<file path="src/rtl/usb_phase_select.sv">
// USB2 receive phase controller: histograms data-edge positions across five
// oversampling phases and samples the recovered bit away from the dominant edge.
//
// state   | meaning
// IDLE    | disabled; counters clear, phase held
// ACQUIRE | first window after enable; phase taken unconditionally
// TRACK   | data emitted; phase moves only with MARGIN hysteresis
module usb_phase_select #(
  parameter int WINDOW       = 16,
  parameter int CNT_W        = 8,
  parameter int MARGIN       = 2,
  parameter int LOCK_WINDOWS = 2
) (
  input  logic       clock,
  input  logic       reset,
  input  logic       enable,
  input  logic [4:0] samples,
  input  logic       sample_valid,
  output logic [2:0] phase_sel,
  output logic       data_out,
  output logic       data_valid,
  output logic       locked
);

  localparam int LK_W = (LOCK_WINDOWS > 1) ? $clog2(LOCK_WINDOWS + 1) : 1;

  typedef enum logic [1:0] {
    IDLE    = 2'd0,
    ACQUIRE = 2'd1,
    TRACK   = 2'd2
  } state_t;

  state_t           state_q, state_d;
  logic [CNT_W-1:0] cnt_q [5];
  logic [CNT_W-1:0] cnt_d [5];
  logic [CNT_W-1:0] cnt_inc [5];
  logic [CNT_W-1:0] win_q, win_d;
  logic [LK_W-1:0]  lock_q, lock_d;
  logic             prev_s4_q, prev_s4_d;
  logic             first_q, first_d;
  logic [2:0]       phase_q, phase_d;
  logic             data_q, data_d;
  logic             dv_q, dv_d;
  logic             locked_q, locked_d;

  logic [4:0]       edges;
  logic [2:0]       best_idx;
  logic [CNT_W-1:0] best_cnt;
  logic [2:0]       cand;
  logic [2:0]       cur_e;
  logic [CNT_W-1:0] cur_cnt;
  logic             win_close;
  logic             beats_margin;

  function automatic logic [2:0] add_mod5(input logic [2:0] a, input logic [2:0] k);
    logic [3:0] s;
    s = {1'b0, a} + {1'b0, k};
    return (s >= 4'd5) ? 3'(s - 4'd5) : s[2:0];
  endfunction

  // Edge i sits between phase i and i+1; edge 4 wraps into the next bit period.
  always_comb begin
    edges[3:0] = samples[3:0] ^ samples[4:1];
    edges[4]   = (prev_s4_q ^ samples[0]) & ~first_q;
    for (int i = 0; i < 5; i++) begin
      cnt_inc[i] = (cnt_q[i] == {CNT_W{1'b1}}) ? cnt_q[i] : cnt_q[i] + CNT_W'(edges[i]);
    end
  end

  always_comb begin
    best_idx = 3'd0;
    best_cnt = cnt_inc[0];
    for (int i = 1; i < 5; i++) begin
      if (cnt_inc[i] > best_cnt) begin
        best_cnt = cnt_inc[i];
        best_idx = 3'(i);
      end
    end
    cand         = add_mod5(best_idx, 3'd3);
    cur_e        = add_mod5(phase_q, 3'd2);
    cur_cnt      = cnt_inc[cur_e];
    beats_margin = {1'b0, best_cnt} >= ({1'b0, cur_cnt} + (CNT_W+1)'(MARGIN));
    win_close    = (win_q == CNT_W'(WINDOW - 1));
  end

  always_comb begin
    state_d   = state_q;
    cnt_d     = cnt_q;
    win_d     = win_q;
    lock_d    = lock_q;
    prev_s4_d = prev_s4_q;
    first_d   = first_q;
    phase_d   = phase_q;
    data_d    = data_q;
    dv_d      = 1'b0;

    unique case (state_q)
      IDLE: begin
        if (enable) begin
          state_d = ACQUIRE;
          first_d = 1'b1;
        end
      end
      ACQUIRE, TRACK: begin
        if (!enable) begin
          state_d = IDLE;
          for (int i = 0; i < 5; i++) cnt_d[i] = '0;
          win_d  = '0;
          lock_d = '0;
        end else if (sample_valid) begin
          prev_s4_d = samples[4];
          first_d   = 1'b0;
          if (state_q == TRACK) begin
            data_d = samples[phase_q];
            dv_d   = 1'b1;
          end
          if (win_close) begin
            win_d = '0;
            for (int i = 0; i < 5; i++) cnt_d[i] = '0;
            if (state_q == ACQUIRE) begin
              state_d = TRACK;
              lock_d  = '0;
              if (best_cnt != '0) phase_d = cand;
            end else if (best_cnt != '0 && cand != phase_q && beats_margin) begin
              phase_d = cand;
              lock_d  = '0;
            end else if (lock_q != LK_W'(LOCK_WINDOWS)) begin
              lock_d = lock_q + LK_W'(1);
            end
          end else begin
            win_d = win_q + CNT_W'(1);
            cnt_d = cnt_inc;
          end
        end
      end
      default: state_d = IDLE;
    endcase

    locked_d = (lock_d == LK_W'(LOCK_WINDOWS));
  end

  always_ff @(posedge clock) begin
    if (reset) begin
      state_q   <= IDLE;
      for (int i = 0; i < 5; i++) cnt_q[i] <= '0;
      win_q     <= '0;
      lock_q    <= '0;
      prev_s4_q <= 1'b0;
      first_q   <= 1'b0;
      phase_q   <= 3'd0;
      data_q    <= 1'b0;
      dv_q      <= 1'b0;
      locked_q  <= 1'b0;
    end else begin
      state_q   <= state_d;
      cnt_q     <= cnt_d;
      win_q     <= win_d;
      lock_q    <= lock_d;
      prev_s4_q <= prev_s4_d;
      first_q   <= first_d;
      phase_q   <= phase_d;
      data_q    <= data_d;
      dv_q      <= dv_d;
      locked_q  <= locked_d;
    end
  end

  assign phase_sel  = phase_q;
  assign data_out   = data_q;
  assign data_valid = dv_q;
  assign locked     = locked_q;

endmodule
</file>
<file path="config.mk">
export PLATFORM = sky130hd
export DESIGN_NAME = usb_phase_select
export DESIGN_NICKNAME = d
export VERILOG_FILES = /design/src/rtl/usb_phase_select.sv
export SDC_FILE = /design/constraint.sdc
export NUM_CORES = 1
export LEC_CHECK = 0
export ABC_AREA = 1
export CAP_MARGIN = 20
export CORE_MARGIN = 3
export CORE_UTILIZATION = 40
export CTS_BUF_LIST = sky130_fd_sc_hd__clkbuf_4 sky130_fd_sc_hd__clkbuf_8
export CTS_CLUSTER_SIZE = 20
export DETAILED_ROUTE_END_ITERATION = 7
export PLACE_DENSITY = 0.63
export SYNTH_ARGS = -nofsm -noshare
export SYNTH_HDL_FRONTEND = slang
export SYNTH_SLANG_ARGS = --single-unit
</file>
<file path="constraint.sdc">
create_clock -name clock -period 21.5 [get_ports clock]
set_input_delay 3.225 -clock clock [delete_from_list [all_inputs] [get_ports clock]]
set_output_delay 3.225 -clock clock [all_outputs]
set_load 0.005 [all_outputs]
</file>
* After elaboration in Yosys (flattened, before gate mapping)
Index checks and enable logic that the tools add are counted.
Storage, ports and cells: output and inout port bits 6, word-level logic and storage cells 123, register bits 60
Cells by class: add/subtract/negate cells 12, magnitude comparators 9, muxes and demuxes 47, equality and inequality tests 19, bitwise operators 8, reductions and logical operators 14
Operators by type and width (number):
- $mux W40 | 3
- $mux W8 | 14
- $add A8 B1 Y8 | 5
- $eq A8 B8 Y1 const B | 5
- $gt A8 B8 Y1 | 4
- $bmux W8 S3 | 1
- $mux W2 | 12
- $mux W3 | 8
- $reduce_and A4 Y1 | 3
- $add A8 B2 Y9 const B | 1
- $ge A8 B9 Y1 | 1
- $ne A3 B3 Y1 const B | 3
- $add A3 B2 Y4 const B | 2
- $add A8 B1 Y8 const B | 1
- $eq A8 B4 Y1 const B | 1
- $ge A4 B3 Y1 const B | 2
- $ne A2 B2 Y1 const B | 4
- $reduce_bool A8 Y1 | 1
- $mux W1 | 6
- $reduce_and A6 Y1 | 1
- $sub A3 B3 Y3 const B | 2
- $eq A2 B2 Y1 const B | 2
- $ge A4 B4 Y1 const B | 1
- $lt A3 B4 Y1 const B | 1
- 19 further kinds | 25

* Logic depth before layout (Yosys ltp)
Gate-level depths: netlist of run 1.
depth in word-level cells 24, depth in mapped cells 73, gate-level depth less buffers 69

* Least setup slack after synthesis of run 1
OpenSTA, ideal clock, no wires.
kind input to register, from input samples[0], to register locked_q, in the netlist locked, buffers on the path 4, data required time 21.389 ns, setup slack 10.489 ns, arrival 10.900 ns, stages on the path 64, setup time 0.111 ns, cells stage by stage xor2_1 -> ha_1 -> nand2_1 -> nor2_1 -> nand3_1 -> nor3b_1 -> inv_1 -> nand2_1 -> nand2_1 -> nor2_1 -> ha_1 -> inv_1 -> o21bai_1 -> nor2_1 -> nand2_2 -> nand2_4 -> clkbuf_1 -> nand2_1 -> [... 28 more ...] -> inv_1 -> ha_1 -> a21boi_0 -> o21ai_0 -> a21boi_0 -> o21a_1 -> o21ai_0 -> nand2_1 -> a21oi_1 -> nor2_1 -> o21ai_0 -> a21oi_2 -> nand2_2 -> nand2_4 -> o21ai_2 -> nand2_1 -> nand2_1 -> nor2_2
On the way: word-level cells in the longest chain between the ends 24, elaborated cells on any way between the ends 39, classes of those cells 5 x add/sub; 6 x order compare; 2 x eq/ne; 20 x mux; 3 x bitwise; 3 x reduce/logical
Ends and longest elaborated chain:
- start: declaration | line 17 | input logic [4:0] samples,
- $xor A4 B4 Y4 | line 63 | edges[3:0] = samples[3:0] ^ samples[4:1];
- $add A8 B1 Y8 | line 66 | cnt_inc[i] = (cnt_q[i] == {CNT_W{1'b1}}) ? cnt_q[i] : cnt_q[i] + CNT_W'(edges[i]);
- $mux W8 | line 66
- $gt A8 B8 Y1 | line 74 | if (cnt_inc[i] > best_cnt) begin
- $mux W8 | line 74
- $gt A8 B8 Y1 | line 74
- $mux W8 | line 74
- $gt A8 B8 Y1 | line 74
- [... 8 more ...]
- $logic_and A1 B1 Y1 (*) | line 124 | end else if (best_cnt != '0 && cand != phase_q && beats_margin) begin
- $mux W2 (*) | line 124
- $mux W2 (*) | line 120 | if (state_q == ACQUIRE) begin
- $mux W2 (*) | line 117 | if (win_close) begin
- $mux W2 (*) | line 110 | end else if (sample_valid) begin
- $mux W2 (*) | line 105 | if (!enable) begin
- $mux W2 (*) | line 97 | unique case (state_q)
- $eq A2 B2 Y1 (*) | line 139 | locked_d = (lock_d == LK_W'(LOCK_WINDOWS));
- end signal: assignment | line 164 | locked_q <= locked_d;
- end: declaration | line 44 | logic locked_q, locked_d;
Every way passes the cells marked *; elsewhere a longest branch is shown, timed or not. The select of a mux whose other input is x is not followed. A chain may end at the register's enable or synchronous reset.

* Final worst setup path of run 1
from input samples[1], to register locked_q, in the netlist locked
On the way: word-level cells in the longest chain between the ends 24, elaborated cells on any way between the ends 37, classes of those cells 5 x add/sub; 6 x order compare; 2 x eq/ne; 20 x mux; 1 x bitwise; 3 x reduce/logical
Ends and longest elaborated chain (line):
- $xor A4 B4 Y4 (*) | 63
- $add A8 B1 Y8 | 66
- $mux W8 | 66
- $gt A8 B8 Y1 | 74
- $mux W8 | 74
- $gt A8 B8 Y1 | 74
- $mux W8 | 74
- $gt A8 B8 Y1 | 74
- [... 8 more ...]
- $logic_and A1 B1 Y1 (*) | 124
- $mux W2 (*) | 124
- $mux W2 (*) | 120
- $mux W2 (*) | 117
- $mux W2 (*) | 110
- $mux W2 (*) | 105
- $mux W2 (*) | 97
- $eq A2 B2 Y1 (*) | 139
Marked as above.

==> summary.txt, run 1 <==
Clocking
  • Postcts setup bufs: 0
  • Clock root buffer: clkbuf_8
  • CTS tree: yes
  • Clk pin slew, worst setup/hold paths: 80 ps
  • Inserted Clock Buffers: 9
  • Clock Latency Late Sink: 370 ps
  • Resize count post-CTS: 0
  • CTS Hold Bufs: 0
  • Number of clock sinks: 60
  • CTS max path bufs: 2
  • H-tree depth: 3

Logic synthesis
  • Mapped Cells: 892
  • Syn Nets: 960
  • Synthesized area: 5650 µm²
  • Top FF cell, synth: dfxtp_1
  • EDFF count, synth: 0
  • Average size of a mapped cell: 6.33 µm²
  • Sequential area share after synthesis: 0.213
  • Yosys cell types: 47
  • Ys async rst share: 0
  • Yosys warning count: 0
  • Seq cells post-synth: 60

STA
  • Min Tclk post-route: 11710 ps
  • Final setup viols: 0
  • Skew final: 12.2 ps
  • Hold Vio Cnt, Final: 0
  • Pin slew with the least headroom to its limit: 987 ps
  • Final Cycle Share: 0.545
  • RSZ-0062 raised after global routing: false
  • Slew margin rel.: 0.342
  • Setup TNS: 0 ps
  • Peak Freq: 0.0854 GHz
  • Slew Viols, Final: 0

Setup path
  • Critical Path Source Type: input pin
  • Max incr delay on CP: 520 ps
  • R2R Setup Slk: 13150 ps
  • CP required: 21770 ps
  • Crit path kind: input pin to register
  • Most Frequent Cell on Critical Path: nand2_1
  • CP max FO: 25
  • CP endpoint kind: register
  • CP arrival: 11970 ps
  • Critical-path top delay cell: clkdlybuf4s50_1

Global route
  • Vias in the first global route: 5228
  • First-pass GRT wire length: 24800 µm
  • Initial antenna violation count: 0
  • Global Route Usage Sum: 0.190
  • GR Overflow Total: 0
  • Largest net degree at the start of global routing: 48

Final layout
  • Seq. cell area: 1200 µm²
  • # diodes: 0
  • Fillers: 1422
  • Final #Nets: 968
  • Layout Area Growth over Synthesis: 8.24%
  • Layout cells sized above 1: 0.0796
  • Footprint of the multi-input gates: 3910 µm²

Place
  • IO buf count: 14
  • HPWL after DPL: 11100 µm
  • Routability-driven placement congestion ratio: 0.909

Routing
  • Via density: 5.19
  • DRC Markers: 0
  • Per-cell routed wire length: 13.4 µm
  • Final WL: 14500 µm
  • TritonRoute pass-1 iters: 5
  • DR vias: 5608
  • Antenna Nets Post-Route: 0
  • Initial DRC count: 368

Floorplan
  • Core Region: 13500 µm²
  • Row count: 42
  • Die Span X: 125 µm
  • Die Height: 125 µm
  • Initial Utilization: 0.418
  • Boundary Pins: 15
  • Die ar.: 15600 µm²

Status
  • Status: finished, final reports clean

Flow run
  • Maxcap violations: 0

Power
  • Worst VDD drop: 0.0000500 V
  • PD cells: 104 nW/µm²
  • P_leak: 2.94 nW
  • Overall Power: 0.635 mW

Worst hold path
  • Hold WC Path Type: register to register
area by class of cell:
type	instances	share of cell area
clock inverters	7	0.00962
well taps	176	0.0360
flip-flops and latches	60	0.196
multi-input cells	694	0.640
inverters	119	0.0731
clock buffers	9	0.0203
repair buffers	16	0.0246
placed cells by master, fill, tap and decap left out, drive strengths merged, types with 3 or more instances in the layout:
cell | synthesis | layout
or2 | 5 | 5
a211oi | 3 | 3
xnor2 | 6 | 6
buf | 2 | 3
a21oi | 83 | 83
nand3 | 47 | 47
nand2 | 283 | 283
ha | 58 | 58
nor2 | 68 | 68
clkbuf | 17 | 9
a32oi | 3 | 3
o22ai | 3 | 3
inv | 116 | 119
clkdlybuf4s50 | 0 | 13
nand4 | 16 | 16
nor3 | 6 | 6
a22oi | 4 | 4
xor2 | 21 | 21
o21bai | 6 | 6
o21a | 3 | 3
dfxtp | 60 | 60
clkinv | 3 | 5
o21ai | 62 | 62
metrics by stage:
stage | std cells | setup slack, ps | area [µm²] | util | hold slack [ps]
6_report | 1081 | 9790 | 6110 | 0.453 | 457
5_1_grt | 1081 | 8710 | 6110 | 0.453 | 475
4_1_cts | 1081 | 9790 | 6110 | 0.453 | 462
3_5_place_dp | 1065 | 9410 | 5930 | 0.439 | 448
3_3_place_gp | 1065 | 9450 | 5930 | 0.439 | 445
2_1_floorplan | 892 | 10490 | 5650 | - | 422
Yosys cell counts (4+ instances only):
master | number | area (µm²)
a22oi_1 | 4 | 30.0
nand2_4 | 6 | 67.6
o21ai_2 | 5 | 43.8
nor2_1 | 61 | 229
xnor2_1 | 6 | 52.6
nor3_1 | 6 | 30.0
dfxtp_1 | 60 | 1200
a21oi_2 | 5 | 43.8
clkbuf_1 | 17 | 63.8
nand2_1 | 261 | 980
nand3_1 | 43 | 215
ha_1 | 58 | 726
xor2_1 | 21 | 184
a21oi_1 | 78 | 390
nor2_2 | 5 | 31.3
inv_1 | 114 | 428
nand2_2 | 16 | 100
or2_2 | 5 | 31.3
o21ai_1 | 5 | 25.0
o21ai_0 | 52 | 260
nand4_1 | 15 | 93.8
o21bai_1 | 6 | 45.0
path summary, 6_finish.rpt:
kind,startpoint,end,depth (start not counted)
worst max-delay path,samples[1],locked,61
worst min-delay path,first_q,first_q,2
worst max register to register,cnt_q[32],locked,59
worst min register to register,first_q,first_q,2
worst max-delay path, delay by kind of cell:
family	cells	cell delay (ps)
AOI/OAI and AO/OA	18	2630
xor gates and xnor gates	1	340
adders and majority gates	6	1790
buffers and inverters	5	750
and+or+nand+nor	31	3230
report_power, final:
part           internal (mW)  switching [mW]
logic                  0.148           0.273
registers              0.113         0.00106
clock network         0.0433          0.0568
total                  0.304           0.331
sequential cells by signal (all words and copies together), names as in the netlist:
| name | flops |
|---|---|
| prev_s4_q | 1 |
| lock_q | 2 |
| data_out | 1 |
| state_q | 2 |
| locked | 1 |
| phase_sel | 3 |
| first_q | 1 |
| win_q | 8 |
| data_valid | 1 |
| cnt_q | 40 |
routing by layer:
metal  track usage  vias up  part of all wire
met1         0.258     2562              0.50
li1              -     2922                 -
met4        0.0842        0             0.026
met5             0        -                 0
met2         0.297      100              0.43
met3        0.0309       24             0.036
kinds of logic (layout without fill, tap and decap cells):
| kind of cell | after synthesis | after routing | share of synthesized area |
|---|---|---|---|
| AND/OR/NAND/NOR | 430 | 430 | 0.338 |
| AO/OA/AOI/OAI | 178 | 178 | 0.181 |
| buffers and inverters | 138 | 151 | 0.0950 |
| flip-flops | 60 | 60 | 0.213 |
| adder cells (fa/ha/maj) | 59 | 59 | 0.132 |
| XOR/XNOR | 27 | 27 | 0.0419 |
(Power assumes the default switching activity.)
==> run 2: changes to the inputs <==
clock period = 11.2 ns   (was 21.5 ns; I/O delays follow)
==> run 2 against run 1 <==
Via count shrank 0.64%. Largest cell class unchanged. Cell area grew 0.49%. Sequential power grew 91%. Utilization grew 0.22 points.
==> summary.txt, run 2 (synthesis results as in run 1) <==
Global route
  • Initial antenna violation count: 0
  • First-pass GRT wire length: 25400 µm
  • Vias in the first global route: 5306
  • GR Overflow Total: 0
  • Global Route Usage Sum: 0.195
  • Largest net degree at the start of global routing: 48

Setup path
  • CP arrival: 10360 ps
  • Worst setup path startpoint: samples[1]
  • Most Frequent Cell on Critical Path: nand2_1
  • Critical-path top delay cell: clkdlybuf4s50_1
  • CP max FO: 25
  • R2R Setup Slk: 2900 ps
  • Max incr delay on CP: 520 ps
  • Crit path kind: input pin to register
  • CP endpoint kind: register
  • CP required: 11470 ps
  • RR Startpoint: cnt_q[32]
  • Critical Path Source Type: input pin

STA
  • Slew Viols, Final: 0
  • Final hold slack: 467 ps
  • Peak Freq: 0.0991 GHz
  • RSZ-0062 raised after global routing: false
  • Pin slew with the least headroom to its limit: 995 ps
  • Final Cycle Share: 0.901
  • Min Tclk post-route: 10090 ps
  • Slew margin rel.: 0.337
  • Final setup viols: 0
  • Setup TNS: 0 ps
  • Hold Vio Cnt, Final: 0
  • Skew final: 12.0 ps

Place
  • IO buf count: 14
  • Routability-driven placement congestion ratio: 0.918
  • HPWL after DPL: 11300 µm

Clocking
  • H-tree depth: 3
  • Number of clock sinks: 60
  • Clock root buffer: clkbuf_8
  • CTS tree: yes
  • Clock Latency Late Sink: 380 ps
  • Resize count post-CTS: 0
  • Inserted Clock Buffers: 9
  • Postcts setup bufs: 0
  • Clk pin slew, worst setup/hold paths: 80 ps
  • CTS Hold Bufs: 0
  • CTS max path bufs: 2

Floorplan
  • Initial Utilization: 0.418
  • Row count: 42
  • Die ar.: 15600 µm²
  • Die Height: 125 µm
  • Boundary Pins: 15
  • Core Region: 13500 µm²
  • Die Span X: 125 µm

Worst hold path
  • HP Start: first_q
  • Hold WC Path Type: register to register

Routing
  • TritonRoute pass-1 iters: 5
  • Per-cell routed wire length: 13.5 µm
  • Final WL: 14700 µm
  • Antenna Nets Post-Route: 0
  • DRC Markers: 0
  • Via density: 5.14
  • DR vias: 5572
  • Initial DRC count: 321

Final layout
  • Layout Area Growth over Synthesis: 8.77%
  • Biggest register: cnt_q
  • Most frequent cells in the layout: nand2_1 (261), inv_1 (114), a21oi_1 (78), nor2_1 (60), dfxtp_1 (60)
  • # diodes: 0
  • Largest register FFs: 40
  • Footprint of the multi-input gates: 3910 µm²
  • Most common cell after layout, fill and taps aside: nand2_1
  • Final #Nets: 972
  • Final Util: 0.455
  • Fillers: 1420
  • Layout cells sized above 1: 0.0836
  • Seq. cell area: 1200 µm²

Power
  • Clock network fraction of total power: 0.160
  • Share of power burned in registers: 0.178
  • Sw Share: 0.524
  • Internal power: 0.583 mW
  • PD cells: 199 nW/µm²
  • P_leak: 2.97 nW
  • Combinational Power Share: 0.662
  • Overall Power: 1.23 mW
  • Net Sw Power: 0.642 mW
  • Worst VDD drop: 0.000103 V

Status
  • Status: finished, final reports clean

Flow run
  • Maxcap violations: 0
## run 2: changes by cell type in the layout (fill, tap and decap cells not counted)
cell	before	now
buf_4	2	6
## run 2: area by class of cell
class | instances | share of cell area
multi-input combinational | 694 | 0.637
sequential | 60 | 0.196
inverter | 119 | 0.0727
tap | 176 | 0.0358
timing repair buffer | 20 | 0.0293
clock buffer | 9 | 0.0202
clock inverter | 7 | 0.00957
## run 2: power by group through the flow
stage	clock [mW]	combinational, mW	sequential (mW)
finish	0.196	0.811	0.218
global route	0.210	0.944	0.219
CTS	0.202	0.807	0.218
detailed placement	0	0.801	0.223
global placement	0	0.797	0.223
floorplan	0	0.658	0.223
## run 2: worst paths after layout
| kind | to | cells past startpoint |
|---|---|---|
| worst min register to register | first_q | 2 |
| worst max register to register | locked | 59 |
| worst max-delay path | locked | 61 |
| worst min-delay path | first_q | 2 |
## run 2: metrics by stage
| stage | instances | setup WS (ps) | area, µm² |
|---|---|---|---|
| 5_1_grt | 1085 | 70.4 | 6140 |
| 3_3_place_gp | 1069 | 840 | 5960 |
| 2_1_floorplan | 892 | 1730 | 5650 |
| 4_1_cts | 1085 | 1130 | 6140 |
| 3_5_place_dp | 1069 | 732 | 5960 |
| 6_report | 1085 | 1110 | 6140 |
## run 2: worst max-delay path, delay by kind of cell
family | cells | cell delay, ps
fa+ha+maj | 6 | 1800
simple gates | 32 | 3520
xor+xnor | 1 | 350
compound gates | 17 | 2230
buf+inv | 5 | 760
## run 2: metal layers
layer / GRT usage / share of wire
met5: 0 / 0
met1: 0.268 / 0.50
met4: 0.0670 / 0.025
met3: 0.0296 / 0.039
met2: 0.312 / 0.43
